$ cat config.mk
export PLATFORM = sky130hd
export DESIGN_NAME = ram_loader
export DESIGN_NICKNAME = d
export VERILOG_FILES = /design/src/rtl/ram_loader_pkg.sv /design/src/rtl/ram_loader_packer.sv /design/src/rtl/ram_loader.sv
export SDC_FILE = /design/constraint.sdc
export NUM_CORES = 1
export LEC_CHECK = 0
export ABC_AREA = 1
export BUFFER_PORTS_ARGS = -buffer_cell sky130_fd_sc_hd__buf_2
export CAP_MARGIN = 5
export CORE_ASPECT_RATIO = 1.2
export CORE_MARGIN = 2
export CORE_UTILIZATION = 34
export CTS_BUF_LIST = sky130_fd_sc_hd__clkbuf_8
export DETAILED_ROUTE_END_ITERATION = 8
export PLACE_DENSITY = 0.58
export SETUP_SLACK_MARGIN = 0.2
export SYNTH_ARGS = -nofsm -noshare
export SYNTH_HDL_FRONTEND = slang
export SYNTH_SLANG_ARGS = --single-unit
$ cat constraint.sdc
create_clock -name clock -period 1.63 [get_ports clock]
set_input_delay 0.326 -clock clock [delete_from_list [all_inputs] [get_ports clock]]
set_output_delay 0.326 -clock clock [all_outputs]
set_load 0.02 [all_outputs]
$ cat src/rtl/ram_loader_pkg.sv
// Shared definitions for ram_loader: FSM state encodings, RAM operation codes,
// byte-lane select masks and lane helper functions.
package ram_loader_pkg;

  typedef enum logic [2:0] {
    ST_IDLE    = 3'd0,
    ST_COLLECT = 3'd1,
    ST_WRITE   = 3'd2,
    ST_VERIFY  = 3'd3,
    ST_DONE    = 3'd4
  } state_e;

  localparam logic RAM_OP_WRITE = 1'b1;
  localparam logic RAM_OP_READ  = 1'b0;

  localparam logic [3:0] SEL_1B   = 4'b1000;
  localparam logic [3:0] SEL_2B   = 4'b1100;
  localparam logic [3:0] SEL_3B   = 4'b1110;
  localparam logic [3:0] SEL_FULL = 4'b1111;

  // Bytes fill from the most significant lane down, so a partial word keeps the high lanes.
  function automatic logic [3:0] sel_for_lanes(input logic [2:0] lanes);
    case (lanes)
      3'd1:    sel_for_lanes = SEL_1B;
      3'd2:    sel_for_lanes = SEL_2B;
      3'd3:    sel_for_lanes = SEL_3B;
      default: sel_for_lanes = SEL_FULL;
    endcase
  endfunction

  function automatic logic [31:0] lane_mask(input logic [3:0] sel);
    lane_mask = {{8{sel[3]}}, {8{sel[2]}}, {8{sel[1]}}, {8{sel[0]}}};
  endfunction

endpackage

$ cat src/rtl/ram_loader_packer.sv
// Big-endian byte packer: places each accepted byte into the next free lane and
// reports the word, lane count and select mask as they stand after the current push.
module ram_loader_packer
  import ram_loader_pkg::*;
(
  input  logic        clock,
  input  logic        reset,
  input  logic        clear,
  input  logic        push,
  input  logic [7:0]  byte_in,
  output logic [31:0] word_nxt,
  output logic [2:0]  lanes_nxt,
  output logic [3:0]  sel_nxt
);

  logic [31:0] word_q, word_d;
  logic [1:0]  lanes_q, lanes_d;

  always_comb begin
    word_nxt  = word_q;
    lanes_nxt = {1'b0, lanes_q};
    if (push) begin
      case (lanes_q)
        2'd0:    word_nxt[31:24] = byte_in;
        2'd1:    word_nxt[23:16] = byte_in;
        2'd2:    word_nxt[15:8]  = byte_in;
        default: word_nxt[7:0]   = byte_in;
      endcase
      lanes_nxt = {1'b0, lanes_q} + 3'd1;
    end
    sel_nxt = sel_for_lanes(lanes_nxt);
  end

  // Clear wins over push: the word that completes on this push is consumed by the caller.
  always_comb begin
    word_d  = word_q;
    lanes_d = lanes_q;
    if (clear) begin
      word_d  = '0;
      lanes_d = '0;
    end else if (push) begin
      word_d  = word_nxt;
      lanes_d = lanes_nxt[1:0];
    end
  end

  always_ff @(posedge clock or negedge reset) begin
    if (!reset) begin
      word_q  <= '0;
      lanes_q <= '0;
    end else begin
      word_q  <= word_d;
      lanes_q <= lanes_d;
    end
  end

endmodule

$ cat src/rtl/ram_loader.sv
// RAM loader: collects a host byte stream, packs it big-endian and writes 32-bit
// words to RAM. Define RAM_LOADER_VERIFY_EN to read back and check each written word.
module ram_loader
  import ram_loader_pkg::*;
#(
  parameter int COUNT_WIDTH = 16
) (
  input  logic                   clock,
  input  logic                   reset,
  input  logic                   start,
  input  logic [31:0]            base_addr,
  input  logic [COUNT_WIDTH-1:0] byte_count,
  input  logic                   in_valid,
  input  logic [7:0]             in_data,
  output logic                   in_ready,
  output logic                   ram_chip_enable,
  output logic                   ram_operation,
  output logic [31:0]            ram_addr,
  output logic [3:0]             ram_select_signal,
  output logic [31:0]            ram_write_data,
  input  logic [31:0]            ram_read_data,
  output logic                   busy,
  output logic                   done,
  output logic                   error
);

  state_e                 state_q, state_d;
  logic [COUNT_WIDTH-1:0] remaining_q, remaining_d;
  logic [31:0]            cur_addr_q, cur_addr_d;
  logic                   in_ready_q, in_ready_d;
  logic                   busy_q, busy_d;
  logic                   done_q, done_d;
  logic                   ce_q, ce_d;
  logic                   op_q, op_d;
  logic [31:0]            addr_q, addr_d;
  logic [3:0]             sel_q, sel_d;
  logic [31:0]            wdata_q, wdata_d;

  logic        accept, last_byte, pk_clear;
  logic [31:0] pk_word;
  logic [2:0]  pk_lanes;
  logic [3:0]  pk_sel;

`ifdef RAM_LOADER_VERIFY_EN
  logic        error_q, error_d;
  logic [31:0] vword_q, vword_d;
`endif

  assign accept    = in_valid && in_ready_q;
  assign last_byte = (remaining_q == COUNT_WIDTH'(1));

  ram_loader_packer u_packer (
    .clock     (clock),
    .reset     (reset),
    .clear     (pk_clear),
    .push      (accept),
    .byte_in   (in_data),
    .word_nxt  (pk_word),
    .lanes_nxt (pk_lanes),
    .sel_nxt   (pk_sel)
  );

  always_comb begin
    state_d     = state_q;
    remaining_d = remaining_q;
    cur_addr_d  = cur_addr_q;
    in_ready_d  = 1'b0;
    busy_d      = busy_q;
    done_d      = 1'b0;
    ce_d        = 1'b0;
    op_d        = RAM_OP_READ;
    addr_d      = '0;
    sel_d       = '0;
    wdata_d     = '0;
    pk_clear    = 1'b0;
`ifdef RAM_LOADER_VERIFY_EN
    error_d     = error_q;
    vword_d     = vword_q;
`endif
    case (state_q)
      ST_IDLE: begin
        busy_d = 1'b0;
        if (start) begin
          pk_clear    = 1'b1;
          cur_addr_d  = {base_addr[31:2], 2'b00};
          remaining_d = byte_count;
          busy_d      = 1'b1;
`ifdef RAM_LOADER_VERIFY_EN
          error_d     = 1'b0;
`endif
          if (byte_count == '0) begin
            state_d = ST_DONE;
            done_d  = 1'b1;
          end else begin
            state_d    = ST_COLLECT;
            in_ready_d = 1'b1;
          end
        end
      end
      ST_COLLECT: begin
        in_ready_d = 1'b1;
        if (accept) begin
          remaining_d = remaining_q - COUNT_WIDTH'(1);
          if (pk_lanes[2] || last_byte) begin
            pk_clear   = 1'b1;
            state_d    = ST_WRITE;
            in_ready_d = 1'b0;
            ce_d       = 1'b1;
            op_d       = RAM_OP_WRITE;
            addr_d     = cur_addr_q;
            sel_d      = pk_sel;
            wdata_d    = pk_word;
          end
        end
      end
      ST_WRITE: begin
        cur_addr_d = cur_addr_q + 32'd4;
`ifdef RAM_LOADER_VERIFY_EN
        state_d = ST_VERIFY;
        ce_d    = 1'b1;
        op_d    = RAM_OP_READ;
        addr_d  = addr_q;
        sel_d   = sel_q;
        vword_d = wdata_q;
`else
        if (remaining_q == '0) begin
          state_d = ST_DONE;
          done_d  = 1'b1;
        end else begin
          state_d    = ST_COLLECT;
          in_ready_d = 1'b1;
        end
`endif
      end
`ifdef RAM_LOADER_VERIFY_EN
      ST_VERIFY: begin
        if (((ram_read_data ^ vword_q) & lane_mask(sel_q)) != '0) error_d = 1'b1;
        if (remaining_q == '0) begin
          state_d = ST_DONE;
          done_d  = 1'b1;
        end else begin
          state_d    = ST_COLLECT;
          in_ready_d = 1'b1;
        end
      end
`endif
      ST_DONE: begin
        state_d = ST_IDLE;
        busy_d  = 1'b0;
      end
      default: begin
        state_d = ST_IDLE;
        busy_d  = 1'b0;
      end
    endcase
  end

  always_ff @(posedge clock or negedge reset) begin
    if (!reset) begin
      state_q     <= ST_IDLE;
      remaining_q <= '0;
      cur_addr_q  <= '0;
      in_ready_q  <= 1'b0;
      busy_q      <= 1'b0;
      done_q      <= 1'b0;
      ce_q        <= 1'b0;
      op_q        <= 1'b0;
      addr_q      <= '0;
      sel_q       <= '0;
      wdata_q     <= '0;
`ifdef RAM_LOADER_VERIFY_EN
      error_q     <= 1'b0;
      vword_q     <= '0;
`endif
    end else begin
      state_q     <= state_d;
      remaining_q <= remaining_d;
      cur_addr_q  <= cur_addr_d;
      in_ready_q  <= in_ready_d;
      busy_q      <= busy_d;
      done_q      <= done_d;
      ce_q        <= ce_d;
      op_q        <= op_d;
      addr_q      <= addr_d;
      sel_q       <= sel_d;
      wdata_q     <= wdata_d;
`ifdef RAM_LOADER_VERIFY_EN
      error_q     <= error_d;
      vword_q     <= vword_d;
`endif
    end
  end

  assign in_ready          = in_ready_q;
  assign busy              = busy_q;
  assign done              = done_q;
  assign ram_chip_enable   = ce_q;
  assign ram_operation     = op_q;
  assign ram_addr          = addr_q;
  assign ram_select_signal = sel_q;
  assign ram_write_data    = wdata_q;

`ifdef RAM_LOADER_VERIFY_EN
  assign error = error_q;
  logic unused_bits;
  assign unused_bits = ^base_addr[1:0];
`else
  assign error = 1'b0;
  logic unused_bits;
  assign unused_bits = ^{base_addr[1:0], ram_read_data};
`endif

endmodule

==> impl_results.html, run 1 <==
<table>
<tr><th>Metric</th><th>Value</th></tr>
<tr><th colspan="2">Synthesis</th></tr>
<tr><td>Cell area after synthesis</td><td>8170 um2</td></tr>
<tr><td>Most common flop cell mapped by yosys</td><td>sky130_fd_sc_hd__dfrtp_1</td></tr>
<tr><td>Sequential area share after synthesis</td><td>46.9%</td></tr>
<tr><td>EDFF count, synth</td><td>0</td></tr>
<tr><td>Async SR Flop Fraction</td><td>100%</td></tr>
<tr><td>Number of register bits inferred by synthesis</td><td>153</td></tr>
<tr><td>Yosys cell types</td><td>30</td></tr>
<tr><td>Gate count of the mapped netlist</td><td>1069</td></tr>
<tr><td>Mapped Avg Cell Area</td><td>7.64 um2</td></tr>
<tr><td>Number of warnings printed during yosys synthesis</td><td>0</td></tr>
<tr><th colspan="2">CTS</th></tr>
<tr><td>Maximum buffer depth of the clock tree</td><td>2</td></tr>
<tr><td>Number of CTS-inserted buffers</td><td>17</td></tr>
<tr><td>Clock latency of the later-clocked register in the worst-skew pair</td><td>0.45 ns</td></tr>
<tr><td>Clock tree from TritonCTS</td><td>yes</td></tr>
<tr><td>Clock root buffer</td><td>sky130_fd_sc_hd__clkbuf_8</td></tr>
<tr><td>Clock tree sinks</td><td>153</td></tr>
<tr><td>Clock transition at the registers of the reported paths</td><td>0.08 ns</td></tr>
<tr><td>Count of H-tree levels built during CTS</td><td>4</td></tr>
<tr><th colspan="2">Drt</th></tr>
<tr><td>Detail Route met2 WL</td><td>13200 um</td></tr>
<tr><td>Number of DRC markers after the initial detailed-route iteration</td><td>372</td></tr>
<tr><td>Number of design rule violations left after detail routing</td><td>0</td></tr>
<tr><td>Final routed wire length divided by cell count</td><td>15.0 um</td></tr>
<tr><td>Mean number of vias per cell</td><td>4.73</td></tr>
<tr><td>DR pass1 iterations</td><td>4</td></tr>
<tr><td>Post-DRT Antenna Nets</td><td>0</td></tr>
<tr><td>Highest signal layer in the routed design</td><td>met4</td></tr>
<tr><td>Routed vias</td><td>7862</td></tr>
<tr><td>Met1 wire length</td><td>9890 um</td></tr>
<tr><td>Total detailed-routing wirelength</td><td>25000 um</td></tr>
<tr><td>Detailed-routed wire length on met3</td><td>1010 um</td></tr>
<tr><th colspan="2">GRT</th></tr>
<tr><td>Residual overflow from global routing</td><td>0</td></tr>
<tr><td>Initial antenna violation count</td><td>0</td></tr>
<tr><td>Maximum number of pins on one net before global-route repair</td><td>65</td></tr>
<tr><td>First-pass GRT wire length</td><td>36600 um</td></tr>
<tr><td>Number of global-route vias before repair</td><td>7403</td></tr>
<tr><td>Global-route usage over all layers</td><td>18.1%</td></tr>
<tr><th colspan="2">Final layout</th></tr>
<tr><td>Count of non-filler cells in the finished layout</td><td>1663</td></tr>
<tr><td>Number of nets in the finished design</td><td>1432</td></tr>
<tr><td>Synthesis-to-layout area growth</td><td>51.4%</td></tr>
<tr><td>Antenna diodes</td><td>0</td></tr>
<tr><td>Fraction of layout cells with a size suffix above 1</td><td>45.9%</td></tr>
<tr><td>Fill count</td><td>2173</td></tr>
<tr><th colspan="2">Critical path</th></tr>
<tr><td>Peak fanout along the critical path</td><td>6</td></tr>
<tr><td>Kind of end point of the critical path</td><td>register</td></tr>
<tr><td>Endpoint required time on the critical path</td><td>1.97 ns</td></tr>
<tr><td>Register-to-register setup slack</td><td>0.06 ns</td></tr>
<tr><td>Crit path DAT</td><td>1.91 ns</td></tr>
<tr><td>Startpoint kind of the worst setup timing path</td><td>register</td></tr>
<tr><td>Kind of critical path</td><td>reg2reg</td></tr>
<tr><th colspan="2">Min path</th></tr>
<tr><td>HP Class</td><td>in2reg</td></tr>
<tr><th colspan="2">Timing</th></tr>
<tr><td>Slack of the critical path</td><td>0.0590 ns</td></tr>
<tr><td>Clock Skew</td><td>0.0207 ns</td></tr>
<tr><td>Count of final hold-check violations</td><td>0</td></tr>
<tr><td>Highest achievable clock rate</td><td>637 MHz</td></tr>
<tr><td>Endpoints failing setup</td><td>0</td></tr>
<tr><td>Final worst path period need</td><td>1.57 ns</td></tr>
<tr><td>Setup repair after global routing missed its margin</td><td>yes</td></tr>
<tr><td>Ratio of final minimum period to clock period</td><td>96.4%</td></tr>
<tr><td>Number of pins with negative max-slew slack in the final report</td><td>0</td></tr>
<tr><th colspan="2">Pwr</th></tr>
<tr><td>Leak pwr</td><td>5.72 nW</td></tr>
<tr><td>Power density over the cells</td><td>1600 nW/um2</td></tr>
<tr><td>Peak supply drop</td><td>0.000696 V</td></tr>
<tr><th colspan="2">Floorplanning</th></tr>
<tr><td>Die Area</td><td>25300 um2</td></tr>
<tr><td>Row Count</td><td>62</td></tr>
<tr><td>Die Width</td><td>146 um</td></tr>
<tr><td>Vertical extent of the die</td><td>174 um</td></tr>
<tr><td>Floorplan core area</td><td>23700 um2</td></tr>
<tr><td>Boundary Pins</td><td>166</td></tr>
<tr><td>Starting density of the core</td><td>34.4%</td></tr>
<tr><th colspan="2">Placement</th></tr>
<tr><td>Number of I/O port buffers</td><td>130</td></tr>
<tr><td>Cell Count Post-Placement</td><td>1566</td></tr>
<tr><td>HPWL after DPL</td><td>16000 um</td></tr>
<tr><td>Weighted congestion reported at the end of routability-driven placement</td><td>0.907</td></tr>
<tr><td>Minimum setup slack after placement</td><td>-0.0678 ns</td></tr>
<tr><th colspan="2">Outcome</th></tr>
<tr><td>Run status</td><td>completed</td></tr>
<tr><th colspan="2">Flow run</th></tr>
<tr><td>Maximum Capacitance Violations</td><td>0</td></tr>
</table>
-- report_power, final --
group	switching (mW)	total (mW)	internal (mW)	leakage, nW
Combinational	6.26	10.9	4.65	3.51
Clock	1.48	3.11	1.63	0.203
Sequential	0.843	5.74	4.90	2.01
Total	8.59	19.8	11.2	5.72
-- layout make-up --
class	instances	area, um2	area share [%]
multi-input combinational	735	4690	37.9
tap	320	400	3.24
sequential	153	3840	31.1
clock inverter	10	144	1.16
inverter	139	573	4.63
clock buffer	20	275	2.23
timing repair buffer	286	2450	19.8
-- Yosys cell counts (4+ instances only) --
cell type                  number  area [um2]
sky130_fd_sc_hd__nand2_1      251         942
sky130_fd_sc_hd__ha_1           8         100
sky130_fd_sc_hd__dfrtp_1      153        3830
sky130_fd_sc_hd__nand4_1        5        31.3
sky130_fd_sc_hd__o21ai_0       80         400
sky130_fd_sc_hd__inv_1        135         507
sky130_fd_sc_hd__nor2_4        50         563
sky130_fd_sc_hd__nor3_1         5        25.0
sky130_fd_sc_hd__clkbuf_1      17        63.8
sky130_fd_sc_hd__nand2_2        4        25.0
sky130_fd_sc_hd__xor2_1         4        35.0
sky130_fd_sc_hd__buf_12         5         100
sky130_fd_sc_hd__nor2_1       204         766
sky130_fd_sc_hd__buf_4          7        52.6
sky130_fd_sc_hd__o22ai_1        8        50.1
sky130_fd_sc_hd__buf_2         11        55.1
sky130_fd_sc_hd__a21oi_1       45         225
sky130_fd_sc_hd__inv_2          4        15.0
sky130_fd_sc_hd__nand3_1       58         290
-- placed cells by master (no fill, tap or decap), types with 10 or more instances in the layout --
cell type	n
sky130_fd_sc_hd__buf_6	39
sky130_fd_sc_hd__nor2_1	106
sky130_fd_sc_hd__o21ai_1	35
sky130_fd_sc_hd__a21oi_1	33
sky130_fd_sc_hd__nand3_2	13
sky130_fd_sc_hd__o21ai_0	26
sky130_fd_sc_hd__buf_12	17
sky130_fd_sc_hd__nor2_2	60
sky130_fd_sc_hd__nand2_2	35
sky130_fd_sc_hd__nand3_1	39
sky130_fd_sc_hd__buf_4	83
sky130_fd_sc_hd__a21oi_2	10
sky130_fd_sc_hd__dfrtp_1	142
sky130_fd_sc_hd__nor2_4	90
sky130_fd_sc_hd__nand2_4	13
sky130_fd_sc_hd__o21ai_2	19
sky130_fd_sc_hd__nand2_1	200
sky130_fd_sc_hd__dfrtp_2	11
sky130_fd_sc_hd__buf_2	129
sky130_fd_sc_hd__inv_1	123
sky130_fd_sc_hd__clkbuf_8	20
-- critical path, stage by stage (launching register included) --
cell and delay, ns:
sky130_fd_sc_hd__dfrtp_1 0.38, sky130_fd_sc_hd__inv_2 0.11, sky130_fd_sc_hd__nand2_4 0.08, sky130_fd_sc_hd__nor2_4 0.12, sky130_fd_sc_hd__inv_1 0.05, sky130_fd_sc_hd__nor2_1 0.13
sky130_fd_sc_hd__inv_1 0.18, sky130_fd_sc_hd__nand2_8 0.19, sky130_fd_sc_hd__clkbuf_16 0.18, sky130_fd_sc_hd__nor2_2 0.03
-- cells by family (layout without fill, tap and decap cells) --
| family | after synthesis | count (layout) | synth area share [%] |
|---|---|---|---|
| AOI/OAI and AO/OA | 137 | 137 | 8.59 |
| xor gates and xnor gates | 4 | 4 | 0.429 |
| adders and majority gates | 8 | 8 | 1.23 |
| buffers and inverters | 182 | 455 | 9.94 |
| DFF | 153 | 153 | 46.9 |
| other | 1 | 2 | 0.0459 |
| and+or+nand+nor | 584 | 584 | 32.9 |
-- flip-flops by register name, indices dropped and copies added, names as in the netlist --
register / count
busy: 1
state_q: 3
u_packer.lanes_q: 2
ram_select_signal: 3
cur_addr_q: 30
ram_addr: 31
remaining_q: 16
u_packer.word_q: 32
in_ready: 1
ram_operation: 1
ram_write_data: 32
done: 1
-- repair_timing --
item	CTS	global route
resized for setup	125	331
hold endpoints to repair	23	0
pin swaps	22	102
setup buffers	26	25
setup endpoints to repair	148	152
hold buffers	1	0
gates cloned	6	9
-- per-layer routing --
layer / GRT usage (%) / up-vias
li1: - / 3835
met1: 21.7 / 3749
met2: 32.6 / 226
met3: 3.21 / 52
met4: 6.13 / 0
met5: 0 / -
-- through the flow --
| stage | hold WS [ns] | power [mW] | TNS (ns) | utilization [%] | area [um2] |
|---|---|---|---|---|---|
| after floorplan | 0.0304 | 10.3 | 0 | - | 8190 |
| after global placement | 0.224 | 12.7 | -0.714 | 41.1 | 9760 |
| after detailed placement | 0.232 | 12.9 | -1.96 | 41.1 | 9760 |
| after CTS | 0.126 | 17.3 | 0 | 45.8 | 10900 |
| after global routing | 0.135 | 21.1 | -0.449 | 52.1 | 12400 |
| final | 0.170 | 19.8 | 0 | 52.1 | 12400 |
-- worst paths after layout --
check | start | end | cells past startpoint
worst max-delay path | state_q[2] | u_packer.word_q[1] | 9
worst min-delay path | base_addr[9] | cur_addr_q[9] | 3
worst max register to register | state_q[2] | u_packer.word_q[1] | 9
worst min register to register | cur_addr_q[31] | cur_addr_q[31] | 2
max in group asynchronous | reset | state_q[1] | 3
min in group asynchronous | reset | remaining_q[4] | 2
Note: power is estimated with default switching activity, not from simulation.
==> run 2, diff against run 1 <==
--- a/config.mk
+++ b/config.mk
@@ -14,7 +14,6 @@
 export CTS_BUF_LIST = sky130_fd_sc_hd__clkbuf_8
 export DETAILED_ROUTE_END_ITERATION = 8
 export PLACE_DENSITY = 0.58
-export SETUP_SLACK_MARGIN = 0.2
 export SYNTH_ARGS = -nofsm -noshare
 export SYNTH_HDL_FRONTEND = slang
 export SYNTH_SLANG_ARGS = --single-unit
==> constraint.sdc (replaced) <==
create_clock -name clock -period 1.9 [get_ports clock]
set_input_delay 0.38 -clock clock [delete_from_list [all_inputs] [get_ports clock]]
set_output_delay 0.38 -clock clock [all_outputs]
set_load 0.02 [all_outputs]
==> run 2 against run 1 <==
Net effect: setup slack better by 0.096 ns; cell area is 21% lower; final cell count is 6.9% lower; global-route usage fell by 1.1 points; largest power group unchanged; highest routed layer unchanged.
==> impl_results.html, run 2 (synthesis results as in run 1) <==
<table>
<tr><th>Metric</th><th>Value</th></tr>
<tr><th colspan="2">Flow run</th></tr>
<tr><td>Maximum Capacitance Violations</td><td>0</td></tr>
<tr><th colspan="2">Pwr</th></tr>
<tr><td>Peak supply drop</td><td>0.000466 V</td></tr>
<tr><td>Power density over the cells</td><td>1320 nW/um2</td></tr>
<tr><td>Leak pwr</td><td>4.76 nW</td></tr>
<tr><th colspan="2">Critical path</th></tr>
<tr><td>Kind of end point of the critical path</td><td>register</td></tr>
<tr><td>Kind of critical path</td><td>reg2reg</td></tr>
<tr><td>Endpoint required time on the critical path</td><td>2.26 ns</td></tr>
<tr><td>Worst path max stage delay</td><td>0.50 ns</td></tr>
<tr><td>Crit path max-delay family</td><td>flip-flops</td></tr>
<tr><td>Startpoint kind of the worst setup timing path</td><td>register</td></tr>
<tr><td>Cell type of the slowest stage on the worst timing path</td><td>sky130_fd_sc_hd__dfrtp_1</td></tr>
<tr><td>Most frequent CP cell</td><td>sky130_fd_sc_hd__nand2_1</td></tr>
<tr><td>Crit path DAT</td><td>2.11 ns</td></tr>
<tr><td>CP Buf/Inv Count</td><td>1</td></tr>
<tr><td>Peak fanout along the critical path</td><td>22</td></tr>
<tr><td>Crit-path cells</td><td>nor2_1, nand2_1, nand2_1, inv_1, o21ai_0, o22ai_1</td></tr>
<tr><th colspan="2">GRT</th></tr>
<tr><td>Number of global-route vias before repair</td><td>6732</td></tr>
<tr><td>Initial antenna violation count</td><td>0</td></tr>
<tr><td>Maximum number of pins on one net before global-route repair</td><td>67</td></tr>
<tr><td>Residual overflow from global routing</td><td>0</td></tr>
<tr><td>Global-route usage over all layers</td><td>17.0%</td></tr>
<tr><td>First-pass GRT wire length</td><td>34200 um</td></tr>
<tr><th colspan="2">Timing</th></tr>
<tr><td>Endpoints failing setup</td><td>0</td></tr>
<tr><td>Setup repair after global routing missed its margin</td><td>no</td></tr>
<tr><td>Slack of the critical path</td><td>0.155 ns</td></tr>
<tr><td>Worst-Margin Slew</td><td>0.649 ns</td></tr>
<tr><td>Max-slew headroom at the worst pin</td><td>56.7%</td></tr>
<tr><td>Setup_tns</td><td>0 ns</td></tr>
<tr><td>Clock Skew</td><td>0.0200 ns</td></tr>
<tr><td>Number of pins with negative max-slew slack in the final report</td><td>0</td></tr>
<tr><td>Ratio of final minimum period to clock period</td><td>91.8%</td></tr>
<tr><td>Count of final hold-check violations</td><td>0</td></tr>
<tr><td>Highest achievable clock rate</td><td>573 MHz</td></tr>
<tr><td>Final worst path period need</td><td>1.74 ns</td></tr>
<tr><td>Worst hold-check slack</td><td>0.235 ns</td></tr>
<tr><th colspan="2">Placement</th></tr>
<tr><td>HPWL after DPL</td><td>15300 um</td></tr>
<tr><td>Weighted congestion reported at the end of routability-driven placement</td><td>0.909</td></tr>
<tr><td>Minimum setup slack after placement</td><td>-0.0345 ns</td></tr>
<tr><td>Placed instance area</td><td>9310 um2</td></tr>
<tr><td>Number of I/O port buffers</td><td>130</td></tr>
<tr><td>Cell Count Post-Placement</td><td>1515</td></tr>
<tr><th colspan="2">CTS</th></tr>
<tr><td>Clock root buffer</td><td>sky130_fd_sc_hd__clkbuf_8</td></tr>
<tr><td>Clock transition at the registers of the reported paths</td><td>0.09 ns</td></tr>
<tr><td>Maximum buffer depth of the clock tree</td><td>2</td></tr>
<tr><td>Count of H-tree levels built during CTS</td><td>4</td></tr>
<tr><td>Clock tree from TritonCTS</td><td>yes</td></tr>
<tr><td>Number of CTS-inserted buffers</td><td>17</td></tr>
<tr><td>Clock tree sinks</td><td>153</td></tr>
<tr><td>Clock latency of the later-clocked register in the worst-skew pair</td><td>0.45 ns</td></tr>
<tr><th colspan="2">Final layout</th></tr>
<tr><td>Fraction of layout cells with a size suffix above 1</td><td>21.2%</td></tr>
<tr><td>Number of nets in the finished design</td><td>1315</td></tr>
<tr><td>Area of all placed cells without fillers</td><td>9740 um2</td></tr>
<tr><td>Leading cell type in the layout, fill and taps excluded</td><td>sky130_fd_sc_hd__nand2_1</td></tr>
<tr><td>Synthesis-to-layout area growth</td><td>19.2%</td></tr>
<tr><td>Count of non-filler cells in the finished layout</td><td>1548</td></tr>
<tr><td>Leading cell types in the layout, fill and taps excluded</td><td>sky130_fd_sc_hd__nand2_1, sky130_fd_sc_hd__nor2_1, sky130_fd_sc_hd__dfrtp_1</td></tr>
<tr><td>Fill count</td><td>2547</td></tr>
<tr><th colspan="2">Drt</th></tr>
<tr><td>Post-DRT Antenna Nets</td><td>0</td></tr>
<tr><td>Mean number of vias per cell</td><td>4.47</td></tr>
<tr><td>Routed vias</td><td>6927</td></tr>
<tr><td>Final routed wire length divided by cell count</td><td>13.4 um</td></tr>
<tr><td>Number of DRC markers after the initial detailed-route iteration</td><td>284</td></tr>
<tr><td>Number of design rule violations left after detail routing</td><td>0</td></tr>
<tr><td>DR pass1 iterations</td><td>4</td></tr>
<tr><td>Total detailed-routing wirelength</td><td>20700 um</td></tr>
<tr><th colspan="2">Floorplanning</th></tr>
<tr><td>Starting density of the core</td><td>34.4%</td></tr>
<tr><td>Die Area</td><td>25300 um2</td></tr>
<tr><td>Floorplan core area</td><td>23700 um2</td></tr>
<tr><td>Row Count</td><td>62</td></tr>
<tr><td>Vertical extent of the die</td><td>174 um</td></tr>
<tr><td>Die Width</td><td>146 um</td></tr>
<tr><td>Boundary Pins</td><td>166</td></tr>
<tr><th colspan="2">Min path</th></tr>
<tr><td>HP Class</td><td>in2reg</td></tr>
<tr><th colspan="2">Outcome</th></tr>
<tr><td>Run status</td><td>completed</td></tr>
</table>
## run 2: report_power, final
part           total (mW)  switching (mW)  internal [mW]
clock network        2.57            1.25           1.32
logic                5.45            3.63           1.81
registers            4.86           0.676           4.18
total                12.9            5.56           7.32
## run 2: what timing repair did
item	4_1_cts	5_1_grt
hold buffers	1	0
hold endpoints to repair	53	0
endpoints found under the setup margin	6	4
gates resized for setup	1	2
pin swaps	0	0
buffers inserted	0	0
gates cloned	0	0
## run 2: metrics by stage
stage / util, % / power (mW)
3_5_place_dp: 39.2 / 10.4
4_1_cts: 41.0 / 13.0
2_1_floorplan: - / 8.80
5_1_grt: 41.0 / 14.1
6_report: 41.0 / 12.9
3_3_place_gp: 39.2 / 10.3
## run 2: layer usage
layer | GRT usage, % | part of all wire [%]
met1 | 21.2 | 44
met2 | 29.8 | 49
met3 | 2.53 | 3.3
met4 | 6.54 | 3.0
met5 | 0 | 0
## run 2: area by class of cell
| type | count | area (um2) | area share, % |
|---|---|---|---|
| sequential | 153 | 3830 | 39.3 |
| clock buffer | 18 | 248 | 2.54 |
| timing repair buffer | 169 | 1030 | 10.6 |
| clock inverter | 13 | 151 | 1.56 |
| inverter | 139 | 522 | 5.36 |
| antenna | 1 | 2.50 | 0.0257 |
| tap | 320 | 400 | 4.11 |
| multi-input combinational | 735 | 3550 | 36.4 |
## run 2: final timing paths
check,start,to,slack (ns),depth (start not counted)
max,state_q[1],cur_addr_q[7],0.16,6
min,base_addr[5],cur_addr_q[5],0.24,3
max reg2reg,state_q[1],cur_addr_q[7],0.16,6
min reg2reg,cur_addr_q[31],cur_addr_q[31],0.51,2
max in group asynchronous,reset,ram_write_data[30],0.93,3
min in group asynchronous,reset,ram_write_data[11],0.30,2
## run 2: worst min-delay path, cell delays in order
cell	delay, ns
sky130_fd_sc_hd__buf_2	0.08
sky130_fd_sc_hd__o21ai_0	0.08
sky130_fd_sc_hd__o22ai_1	0.10
